**config.mk**
```make
export PLATFORM = sky130hd
export DESIGN_NAME = datapath_arbiter
export DESIGN_NICKNAME = d
export VERILOG_FILES = /design/src/rtl/datapath_arbiter.sv
export SDC_FILE = /design/constraint.sdc
export NUM_CORES = 1
export LEC_CHECK = 0
export BUFFER_PORTS_ARGS = -buffer_cell sky130_fd_sc_hd__clkbuf_2
export CORE_MARGIN = 3
export CORE_UTILIZATION = 45
export CTS_CLUSTER_DIAMETER = 40
export DETAILED_ROUTE_END_ITERATION = 6
export GPL_TIMING_DRIVEN = 0
export PLACE_DENSITY = 0.85
export SYNTH_ARGS = -nofsm -noshare
export SYNTH_HDL_FRONTEND = slang
export SYNTH_SLANG_ARGS = --single-unit
```
**constraint.sdc**
```tcl
create_clock -name Clk -period 4.3 [get_ports Clk]
set_clock_uncertainty 0.15 [all_clocks]
set_input_delay 0.86 -clock Clk [delete_from_list [all_inputs] [get_ports Clk]]
set_output_delay 0.86 -clock Clk [all_outputs]
set_load 0.03 [all_outputs]
```
**src/rtl/datapath_arbiter.sv**
```systemverilog
// Bus-ownership arbiter between the instruction Controller and the DataPath.
// Passes core control through, or stalls the core at a fetch boundary to run a short debug transaction.
module datapath_arbiter #(
  parameter int         WIDTH    = 16,
  parameter int         D_ADDR_W = 8,
  parameter int         R_ADDR_W = 4,
  parameter logic [3:0] ALU_PASS = 4'd0
) (
  input  logic                Clk,
  input  logic                Reset,
  input  logic [D_ADDR_W-1:0] core_D_addr,
  input  logic                core_D_wr,
  input  logic                core_RF_s,
  input  logic                core_RF_W_en,
  input  logic [R_ADDR_W-1:0] core_RF_W_addr,
  input  logic [R_ADDR_W-1:0] core_RF_A_addr,
  input  logic [R_ADDR_W-1:0] core_RF_B_addr,
  input  logic [3:0]          core_ALU_sel,
  input  logic                core_boundary,
  output logic                core_stall,
  output logic [D_ADDR_W-1:0] dp_D_addr,
  output logic                dp_D_wr,
  output logic                dp_RF_s,
  output logic                dp_RF_W_en,
  output logic [R_ADDR_W-1:0] dp_RF_W_addr,
  output logic [R_ADDR_W-1:0] dp_RF_A_addr,
  output logic [R_ADDR_W-1:0] dp_RF_B_addr,
  output logic [3:0]          dp_ALU_sel,
  input  logic [WIDTH-1:0]    ALU_Out,
  input  logic                dbg_req,
  input  logic [1:0]          dbg_op,
  input  logic [R_ADDR_W-1:0] dbg_raddr,
  input  logic [D_ADDR_W-1:0] dbg_daddr,
  output logic                dbg_ack,
  output logic                dbg_err,
  output logic [WIDTH-1:0]    dbg_rdata,
  output logic                owner
);

  localparam logic [1:0] S_CORE  = 2'd0;
  localparam logic [1:0] S_EXEC1 = 2'd1;
  localparam logic [1:0] S_EXEC2 = 2'd2;
  localparam logic [1:0] S_DONE  = 2'd3;

  localparam logic [1:0] OP_LOAD  = 2'b00;
  localparam logic [1:0] OP_STORE = 2'b01;
  localparam logic [1:0] OP_READ  = 2'b10;
  localparam logic [1:0] OP_RSVD  = 2'b11;

  logic [1:0]          state;
  logic [1:0]          state_nxt;
  logic [1:0]          op_q;
  logic [R_ADDR_W-1:0] raddr_q;
  logic [D_ADDR_W-1:0] daddr_q;
  logic                grant;
  logic                exec;

  // Grant only at a fetch boundary and never while reset is asserted.
  assign grant = (state == S_CORE) && dbg_req && core_boundary && Reset;
  assign exec  = (state == S_EXEC1) || (state == S_EXEC2);

  always_comb begin
    state_nxt = state;
    case (state)
      S_CORE:  if (grant) state_nxt = S_EXEC1;
      S_EXEC1: state_nxt = (op_q == OP_RSVD) ? S_DONE : S_EXEC2;
      S_EXEC2: state_nxt = S_DONE;
      default: state_nxt = S_CORE;
    endcase
  end

  // NOTE: sequential state uses non-blocking assignments so every flop samples pre-edge values.
  always_ff @(posedge Clk) begin
    if (!Reset) begin
      state     <= S_CORE;
      op_q      <= '0;
      raddr_q   <= '0;
      daddr_q   <= '0;
      dbg_rdata <= '0;
    end else begin
      state <= state_nxt;
      if (grant) begin
        op_q    <= dbg_op;
        raddr_q <= dbg_raddr;
        daddr_q <= dbg_daddr;
      end
      if (state == S_EXEC2 && op_q == OP_READ)
        dbg_rdata <= ALU_Out;
    end
  end

  // NOTE: every output gets a default before the case so no path infers a latch.
  always_comb begin
    dp_D_addr    = '0;
    dp_D_wr      = 1'b0;
    dp_RF_s      = 1'b0;
    dp_RF_W_en   = 1'b0;
    dp_RF_W_addr = '0;
    dp_RF_A_addr = '0;
    dp_RF_B_addr = '0;
    dp_ALU_sel   = '0;
    core_stall   = 1'b0;

    if (state == S_CORE) begin
      dp_D_addr    = core_D_addr;
      dp_D_wr      = core_D_wr;
      dp_RF_s      = core_RF_s;
      dp_RF_W_en   = core_RF_W_en;
      dp_RF_W_addr = core_RF_W_addr;
      dp_RF_A_addr = core_RF_A_addr;
      dp_RF_B_addr = core_RF_B_addr;
      dp_ALU_sel   = core_ALU_sel;
      core_stall   = grant;
    end else begin
      core_stall = Reset;
      if (exec) begin
        case (op_q)
          OP_LOAD: begin
            dp_D_addr    = daddr_q;
            dp_RF_s      = 1'b1;
            dp_RF_W_addr = raddr_q;
            dp_RF_W_en   = (state == S_EXEC2) && Reset;
          end
          OP_STORE: begin
            dp_D_addr    = daddr_q;
            dp_RF_A_addr = raddr_q;
            dp_D_wr      = (state == S_EXEC2) && Reset;
          end
          OP_READ: begin
            dp_RF_A_addr = raddr_q;
            dp_ALU_sel   = ALU_PASS;
          end
          default: ;
        endcase
      end
    end
  end

  assign owner   = (state != S_CORE);
  assign dbg_ack = (state == S_DONE) && Reset;
  assign dbg_err = dbg_ack && (op_q == OP_RSVD);

endmodule

```
==> results_dict.tcl, run 1 <==
set metrics [dict create \
    cts.root.buffer_cell "clkbuf_4" \
    worst_slew_margin_rel 0.761 \
    numClockSinks 32 \
    whs_ns 0.306 \
    cts.htree.levels 2 \
    p_leak_nw 1.13 \
    port_buffers 107 \
    synth_flop_cell "dfxtp_1" \
    synth_enable_flop_cells 0 \
    vias 1771 \
    netSwitchingPower_w 0.000548 \
    syn_nets 279 \
    fin_util 0.671 \
    worstSetupEndpointType "output pin" \
    totalPowerFinal_w 0.00120 \
    grt_first_pass_wirelength_um 6820 \
    clock_tree_from_tritoncts "yes" \
    total_clock_buffers_created_by_cts 5 \
    route.detailed.vias_per_inst 4.79 \
    synth-seq-area-share 0.395 \
    diodes_inserted 0 \
    postSynthRegisterBits 32 \
    timing_max_transition_violations_final 0 \
    drive_above_1_share 0.389 \
    grt_overflow 0 \
    finalCritPeriodShare 0.693 \
    period_needed_ns 2.98 \
    post-cts-setup-buffers 0 \
    boundaryPins 108 \
    crit_chain "inv_1, ha_1, and2b_1, o21a_2, a22o_1, clkbuf_2" \
    syn_area_per_cell_um2 7.76 \
    min_path_type "reg2reg" \
    worstSetupStartpointType "register" \
    synth-warning-count 0 \
    final_antenna_net_count 0 \
    yosysTopAreaCellShare 0.395 \
    synth_cell_types 25 \
    synthTopCellsByCount "79 x nand2_1, 32 x dfxtp_1, 21 x o21ai_0" \
    die_height_um 66.1 \
    synth-async-reset-ratio 0 \
    worst-endpoint-required_ns 3.29 \
    postCtsHoldBufs 0 \
    rsz0062_at_grt "false" \
    synth.most_common_cell "nand2_1" \
    post_cts.resized_instances 0 \
    power.share.clock 0.186 \
    filler_cells_inserted 309 \
    avgRoutedWirePerCell_um 11.5 \
    combPwrFrac 0.529 \
    power_report.internal_total_w 0.000648 \
    starting_utilization_of_the_core_area 0.475 \
    drt-pass1-iter-count 4 \
    cpPeakStageDelay_ns 0.39 \
    worst_skew_pair.late_latency_ns 0.33 \
    cell_taking_the_most_area_after_synthesis "dfxtp_1" \
    pin_count_of_the_biggest_net_entering_global_routing 11 \
    fin_tns_setup_ns 0 \
    number_of_placement_rows 21 \
    setup_viol 0 \
    post_synth_instance_area_um2 1620 \
    grt_antenna_before_repair 0 \
    power.share.sequential 0.285 \
    drv_cap 0 \
    syn_to_final_growth_pct 41.2 \
    slew_at_the_pin_with_the_worst_max_slew_slack_ns 0.358 \
    power.switching_fraction 0.459 \
    gpl.final_weighted_congestion 0.829 \
    post-route-drc-count 0 \
    finalHoldViolCount 0 \
    first_global_vias 1591 \
    global_route_usage_sum 0.202 \
    peakVddDrop_mv 0.246 \
    die_x_um 66.1 \
    fin_nets 393 \
    routed_wirelength_um 4270 \
    synthesis.instances 209 \
    clockBufferDepth 2 \
    cpMaxStageDelayCell "dfxtp_1" \
    place.detailed.hpwl_um 3420 \
    crit_fanout 8 \
    path_clk_slew_ns 0.10 \
    status "finished clean" \
    critical_path_arrival_ns 1.97 \
    finalWorstSetupSlack_ns 1.32 \
    largest_cells_by_area_after_synthesis "dfxtp_1 39%, nand2_1 18%, ha_1 6.9%, o21ai_0 6.5%, a21boi_0 5.1%" \
    pre_cts_slack_ns 1.37 \
    power_density_nw_per_um2 522 \
    placeableCoreArea_um2 3420 \
    violation_count_after_the_first_detailed_routing_iteration 79 \
    worstSetupPathType "reg2out" \
    fmax_mhz 336 \
    die-area_um2 4360 \
]
## per-stage QoR
step                area, µm²  cells
finish                   2290    370
detailed placement       2220    362
CTS                      2290    370
global placement         2220    362
floorplan                1620    209
global route             2290    370
## placed cells by master (no fill, tap or decap), types with 2 or more instances in the layout
| cell type | Yosys | routed |
|---|---|---|
| a22o_1 | 9 | 9 |
| o21ai_1 | 2 | 2 |
| clkbuf_1 | 3 | 4 |
| o21ai_0 | 21 | 21 |
| dfxtp_1 | 32 | 32 |
| nand4_1 | 2 | 2 |
| clkbuf_4 | 0 | 5 |
| buf_6 | 2 | 2 |
| clkbuf_2 | 0 | 107 |
| nand2_1 | 79 | 79 |
| inv_1 | 5 | 5 |
| a21boi_1 | 5 | 5 |
| buf_2 | 5 | 5 |
| ha_1 | 9 | 9 |
| and2_1 | 11 | 11 |
| a21boi_0 | 11 | 11 |
| buf_4 | 3 | 3 |
## worst max-delay path: cells and delay by family, from the launching register on
kind / cells / cell delay [ns]
AND/OR/NAND/NOR: 1 / 0.19
adder cells (fa/ha/maj): 1 / 0.36
AO/OA/AOI/OAI: 2 / 0.41
buffers and inverters: 2 / 0.28
flip-flops: 1 / 0.39
## cells by family (layout without fill, tap and decap cells)
family	Yosys count	count (layout)	synth area share
flip-flops	32	32	0.395
AND/OR/NAND/NOR	97	97	0.253
AO/OA/AOI/OAI	52	52	0.215
adder cells (fa/ha/maj)	9	9	0.0694
buffers and inverters	18	133	0.0617
multiplexers	1	1	0.00617
## power groups by stage
stage	clock [W]	combinational, W	sequential, W
floorplan	0	0.000451	0.000348
global placement	0	0.000626	0.000346
detailed placement	0	0.000634	0.000348
CTS	0.000228	0.000636	0.000341
global route	0.000246	0.000691	0.000344
finish	0.000222	0.000633	0.000341
## sequential cells by signal, summed over array words and instances (netlist names)
signal / flops
daddr_q: 8
raddr_q: 4
state: 2
op_q: 2
dbg_rdata: 16
## metal layers
| layer | share of wire | vias to the layer above | GRT usage |
|---|---|---|---|
| met5 | 0 | - | 0 |
| met4 | 0.0089 | 0 | 0.0685 |
| met3 | 0.083 | 5 | 0.0561 |
| met2 | 0.50 | 59 | 0.347 |
| met1 | 0.41 | 794 | 0.241 |
| li1 | - | 913 | - |
## area by class of cell
cell class	instances	area (µm²)	area share
clock inverter	2	35.0	0.0153
tap	46	57.6	0.0251
multi-input combinational	159	882	0.385
buffer	13	81.3	0.0355
inverter	5	18.8	0.00819
clock buffer	6	41.3	0.0180
timing repair buffer	107	536	0.234
sequential	32	641	0.279
## worst paths after layout
path                 startpoint       endpoint  slack (ns)  depth (start not counted)
hold reg to reg   dbg_rdata[11]  dbg_rdata[11]        0.31                          2
hold / removal    dbg_rdata[11]  dbg_rdata[11]        0.31                          2
setup / recovery       state[0]   dp_D_addr[0]        1.32                          6
setup reg to reg       state[0]     raddr_q[3]        2.60                          7
No activity file was read; power rests on OpenSTA's default activity.
==> run 2: changes to the inputs <==
Settings changed: CORE_UTILIZATION 45 to 42, PLACE_DENSITY 0.85 to 0.8.
Clock period 4.3 ns to 2.8 ns, I/O delays scaled along.
==> run 2 against run 1 <==
Cell count is 0.27% lower. Register-to-register slack got worse by 1.5 ns. Sequential power is 53% higher. Clock-buffer cell count is 1 lower. Final area grew 0.22%. Hold slack worse by 0.0050 ns. Sequential share of layout area shrank 0.061 points. Setup slack got worse by 1.1 ns. Non-clock buffer count is the same. Clock power increased by 49%. Power rose by 53%. Critical endpoint unchanged. Largest cell class unchanged. Largest power group unchanged.
==> results_dict.tcl, run 2 (same netlist as run 1, synthesis figures left out) <==
set metrics [dict create \
    cp_num_cells 6 \
    layout_commonest_cell "clkbuf_2" \
    cpPeakStageDelay_ns 0.38 \
    filler_cells_inserted 324 \
    finalCritPeriodShare 0.926 \
    worst_skew_pair.late_latency_ns 0.28 \
    path_buf_inv 2 \
    combPwrFrac 0.533 \
    power_density_nw_per_um2 796 \
    drive_above_1_share 0.390 \
    min_path_type "reg2reg" \
    peakVddDrop_mv 0.451 \
    fin_nets 393 \
    path_clk_slew_ns 0.06 \
    slew_at_the_pin_with_the_worst_max_slew_slack_ns 0.352 \
    largest_registers "dbg_rdata: 16 flops, daddr_q: 8 flops, raddr_q: 4 flops" \
    finalHoldViolCount 0 \
    global_route_usage_sum 0.194 \
    netSwitchingPower_w 0.000852 \
    power.share.sequential 0.286 \
    syn_to_final_growth_pct 41.6 \
    power.switching_fraction 0.466 \
    fin_tns_setup_ns 0 \
    final_antenna_net_count 0 \
    cp-endpoint "dp_D_addr[0]" \
    drv_cap 0 \
    gpl.final_weighted_congestion 0.845 \
    largest_reg_flops 16 \
    timing_max_transition_violations_final 0 \
    post_cts.resized_instances 0 \
    power_report.internal_total_w 0.000976 \
    grt_antenna_before_repair 0 \
    finalWorstSetupSlack_ns 0.208 \
    post-route-drc-count 0 \
    worst-endpoint-required_ns 2.09 \
    clock_tree_from_tritoncts "yes" \
    die-area_um2 4650 \
    route.detailed.vias_per_inst 4.76 \
    crit-reg2reg-capture "dbg_rdata[12]" \
    fmax_mhz 386 \
    worst-r2r-setup-slack_ns 1.14 \
    clockBufferDepth 2 \
    port_buffers 107 \
    avgRoutedWirePerCell_um 11.7 \
    status "finished clean" \
    die_x_um 68.2 \
    total_clock_buffers_created_by_cts 5 \
    grt_first_pass_wirelength_um 6820 \
    crit_chain "inv_1, ha_1, and2b_1, o21a_2, a22o_1, clkbuf_2" \
    number_of_placement_rows 21 \
    pre_cts_slack_ns 0.484 \
    timing.critical_path.max_delay_family "compound AO/OA/AOI/OAI gates" \
    rsz0062_at_grt "false" \
    worstSetupEndpointType "output pin" \
    worst_slew_margin_rel 0.765 \
    post-cts-setup-buffers 0 \
    cts.root.buffer_cell "clkbuf_8" \
    routed_wirelength_um 4330 \
    vias 1756 \
    place.detailed.hpwl_um 3480 \
    die_height_um 68.2 \
    crit_fanout 8 \
    starting_utilization_of_the_core_area 0.461 \
    postCtsHoldBufs 0 \
    critical_path_arrival_ns 1.88 \
    diodes_inserted 0 \
    setup_viol 0 \
    placeableCoreArea_um2 3520 \
    cts.htree.levels 2 \
    p_leak_nw 1.12 \
    r2r_start "state[0]" \
    first_global_vias 1522 \
    layout.cells.most_common_list "107 x clkbuf_2, 79 x nand2_1, 32 x dfxtp_1" \
    boundaryPins 108 \
    violation_count_after_the_first_detailed_routing_iteration 87 \
    worst_setup_path_startpoint "state[0]" \
    pin_count_of_the_biggest_net_entering_global_routing 11 \
    cpMaxStageDelayCell "dfxtp_1" \
    worstSetupStartpointType "register" \
    period_needed_ns 2.59 \
    largest_register "dbg_rdata" \
    numClockSinks 32 \
    worst_r2r_path_depth 6 \
    grt_overflow 0 \
    power.share.clock 0.181 \
    drt-pass1-iter-count 4 \
    worstSetupPathType "reg2out" \
]
==> run 2: per-layer routing <==
metal | part of all wire | global-route usage | routed length [µm] | vias up
li1 | - | - | - | 912
met3 | 0.079 | 0.0476 | 343 | 5
met4 | 0.012 | 0.0670 | 51 | 0
met2 | 0.49 | 0.316 | 2130 | 67
met1 | 0.42 | 0.249 | 1810 | 772
met5 | 0 | 0 | 0 | -
==> run 2: worst min-delay path by stage <==
stage / start / end / slack, ns / cells after the start
4_1_cts: raddr_q[2] / raddr_q[2] / 0.30 / 2
6_report: dbg_rdata[9] / dbg_rdata[9] / 0.30 / 2
5_1_grt: dbg_rdata[9] / dbg_rdata[9] / 0.31 / 2
2_1_floorplan: daddr_q[4] / daddr_q[4] / 0.28 / 2
3_5_place_dp: raddr_q[2] / raddr_q[2] / 0.29 / 2
3_3_place_gp: dbg_rdata[2] / dbg_rdata[2] / 0.29 / 2
==> run 2: tightest hold or removal path: cells and delay by family, from the launching register on <==
kind | cells | cell delay (ns)
flip-flops | 1 | 0.31
AND/OR/NAND/NOR | 1 | 0.05
AO/OA/AOI/OAI | 1 | 0.05
==> run 2: cell type report <==
| type | instances | area (µm²) | area share |
|---|---|---|---|
| clock inverters | 2 | 12.5 | 0.00545 |
| inverters | 5 | 18.8 | 0.00817 |
| well taps | 46 | 57.6 | 0.0251 |
| repair buffers | 107 | 536 | 0.233 |
| clock buffers | 5 | 68.8 | 0.0300 |
| multi-input cells | 159 | 882 | 0.384 |
| flip-flops and latches | 32 | 641 | 0.279 |
| plain buffers | 13 | 81.3 | 0.0354 |
==> run 2: metrics by stage <==
stage | power [W] | instances | util | hold WS (ns) | cell area [µm²]
after floorplan | 0.00123 | 209 | - | 0.278 | 1620
after global placement | 0.00150 | 362 | 0.629 | 0.291 | 2220
after detailed placement | 0.00151 | 362 | 0.629 | 0.294 | 2220
after CTS | 0.00185 | 369 | 0.652 | 0.303 | 2300
after global routing | 0.00196 | 369 | 0.652 | 0.315 | 2300
final | 0.00183 | 369 | 0.652 | 0.301 | 2300
==> run 2: power groups by stage <==
stage	Clock [W]	Combinational, W	Sequential (W)
3_3_place_gp	0	0.000965	0.000531
6_report	0.000331	0.000975	0.000523
5_1_grt	0.000364	0.00107	0.000529
2_1_floorplan	0	0.000693	0.000535
4_1_cts	0.000340	0.000983	0.000523
3_5_place_dp	0	0.000978	0.000534
==> run 3: changes to the inputs <==
Settings changed: CORE_UTILIZATION 42 to 45, PLACE_DENSITY 0.8 to default, PLACE_DENSITY_LB_ADDON from default to 0.25.
Clock period 2.8 ns to 3.15 ns, I/O delays scaled along.
==> run 3 against run 2 <==
Routed wire length is 4.2% lower. Setup slack better by 0.20 ns. Clock power is 34% lower. Hold slack better by 0.0043 ns. Final area is 1.4% lower. Sequential power is 11% lower. Combinational power is 12% lower. Critical endpoint is now dp_D_addr[2]. Clock-buffer cell count stayed put. Cell count stayed put.
==> results_dict.tcl, run 3 (same netlist as run 1, synthesis figures left out) <==
set metrics [dict create \
    status "finished clean" \
    rsz0062_at_grt "false" \
    die_x_um 66.1 \
    period_needed_ns 2.74 \
    pin_count_of_the_biggest_net_entering_global_routing 11 \
    drive_above_1_share 0.390 \
    layout.cells.most_common_list "107 x clkbuf_2, 79 x nand2_1, 32 x dfxtp_1" \
    path_clk_slew_ns 0.10 \
    fin_nets 393 \
    avgRoutedWirePerCell_um 11.3 \
    path_buf_inv 2 \
    cpPeakStageDelay_ns 0.40 \
    clockBufferDepth 2 \
    route.detailed.vias_per_inst 4.75 \
    dp_cells 362 \
    violation_count_after_the_first_detailed_routing_iteration 67 \
    cts.htree.levels 2 \
    port_buffers 107 \
    combPwrFrac 0.556 \
    drv_cap 0 \
    power_report.internal_total_w 0.000799 \
    cts.root.buffer_cell "clkbuf_4" \
    worstSetupPathType "reg2out" \
    drt-pass1-iter-count 4 \
    fin_tns_setup_ns 0 \
    cp_num_cells 6 \
    p_leak_nw 1.11 \
    starting_utilization_of_the_core_area 0.475 \
    pre_cts_slack_ns 0.675 \
    placeableCoreArea_um2 3420 \
    final_antenna_net_count 0 \
    cp-endpoint "dp_D_addr[2]" \
    routed_wirelength_um 4150 \
    register_area_um2 641 \
    worstSetupEndpointType "output pin" \
    boundaryPins 108 \
    finalCritPeriodShare 0.869 \
    power.switching_fraction 0.483 \
    diodes_inserted 0 \
    min_path_type "reg2reg" \
    total_clock_buffers_created_by_cts 5 \
    r2r_start "state[0]" \
    layout_commonest_cell "clkbuf_2" \
    post-route-drc-count 0 \
    largest_register "dbg_rdata" \
    slew_at_the_pin_with_the_worst_max_slew_slack_ns 0.350 \
    global_route_usage_sum 0.201 \
    worst_setup_path_startpoint "state[0]" \
    numClockSinks 32 \
    min-delay-start "daddr_q[4]" \
    power.share.clock 0.142 \
    fin_cells 369 \
    post-cts-setup-buffers 0 \
    largest_registers "dbg_rdata: 16 flops, daddr_q: 8 flops, raddr_q: 4 flops" \
    netSwitchingPower_w 0.000747 \
    vias 1751 \
    timing_max_transition_violations_final 0 \
    critical_path_arrival_ns 1.96 \
    peakVddDrop_mv 0.369 \
    die-area_um2 4360 \
    finalHoldViolCount 0 \
    finalWorstSetupSlack_ns 0.413 \
    clock_tree_from_tritoncts "yes" \
    whs_ns 0.305 \
    first_global_vias 1608 \
    grt_antenna_before_repair 0 \
    largest_reg_flops 16 \
    worst_slew_margin_rel 0.767 \
    power_density_nw_per_um2 683 \
    grt_overflow 0 \
    worst_skew_pair.late_latency_ns 0.34 \
    worst_r2r_path_depth 6 \
    gpl.final_weighted_congestion 0.755 \
    timing.critical_path.max_delay_family "compound AO/OA/AOI/OAI gates" \
    place.detailed.hpwl_um 3300 \
    post_cts.resized_instances 0 \
    multiInputGateArea_um2 882 \
    die_height_um 66.1 \
    setup_viol 0 \
    postCtsHoldBufs 0 \
    worst-endpoint-required_ns 2.37 \
    cpMaxStageDelayCell "dfxtp_1" \
    crit-reg2reg-capture "dbg_rdata[12]" \
    grt_first_pass_wirelength_um 6820 \
    number_of_placement_rows 21 \
    crit_fanout 8 \
    power.share.sequential 0.302 \
    syn_to_final_growth_pct 39.6 \
    crit_chain "inv_1, ha_1, and2b_1, o21a_2, a22o_1, clkbuf_2" \
    worst-r2r-setup-slack_ns 1.47 \
    worstSetupStartpointType "register" \
    totalPowerFinal_w 0.00155 \
    fmax_mhz 365 \
    filler_cells_inserted 337 \
]
[run 3: how the worst min path moves through the flow]
stage,to,slack (ns),cells after the start
2_1_floorplan,daddr_q[4],0.28,2
4_1_cts,daddr_q[4],0.31,2
5_1_grt,daddr_q[7],0.32,3
3_5_place_dp,daddr_q[4],0.29,2
6_report,daddr_q[4],0.31,2
3_3_place_gp,daddr_q[4],0.29,2
[run 3: power by group through the flow]
| stage | clock network, W | logic, W | registers [W] |
|---|---|---|---|
| 2_1_floorplan | 0 | 0.000616 | 0.000475 |
| 3_3_place_gp | 0 | 0.000858 | 0.000474 |
| 3_5_place_dp | 0 | 0.000868 | 0.000474 |
| 4_1_cts | 0.000227 | 0.000871 | 0.000466 |
| 5_1_grt | 0.000246 | 0.000946 | 0.000471 |
| 6_report | 0.000220 | 0.000860 | 0.000467 |
[run 3: per-stage QoR]
| stage | area, µm² | util |
|---|---|---|
| finish | 2270 | 0.663 |
| floorplan | 1620 | - |
| global placement | 2220 | 0.649 |
| global route | 2270 | 0.663 |
| CTS | 2270 | 0.663 |
| detailed placement | 2220 | 0.649 |
[run 3: final cells by class]
class / instances / share of cell area
clock inverter: 2 / 0.00552
sequential: 32 / 0.283
clock buffer: 5 / 0.0166
inverter: 5 / 0.00828
timing repair buffer: 107 / 0.236
multi-input combinational: 159 / 0.389
buffer: 13 / 0.0359
tap: 46 / 0.0254
[run 3: per-layer routing]
metal | track usage | vias to the layer above | share of wire | wire, µm
met5 | 0 | - | 0 | 0
met4 | 0.0685 | 0 | 0.013 | 55
met2 | 0.339 | 57 | 0.49 | 2040
met1 | 0.237 | 774 | 0.42 | 1770
li1 | - | 914 | - | -
met3 | 0.0663 | 6 | 0.070 | 290
[run 3: tightest hold or removal path, stage by stage (launching register included)]
cell and delay (ns):
dfxtp_1 0.32, nand2_1 0.05, o21ai_1 0.05
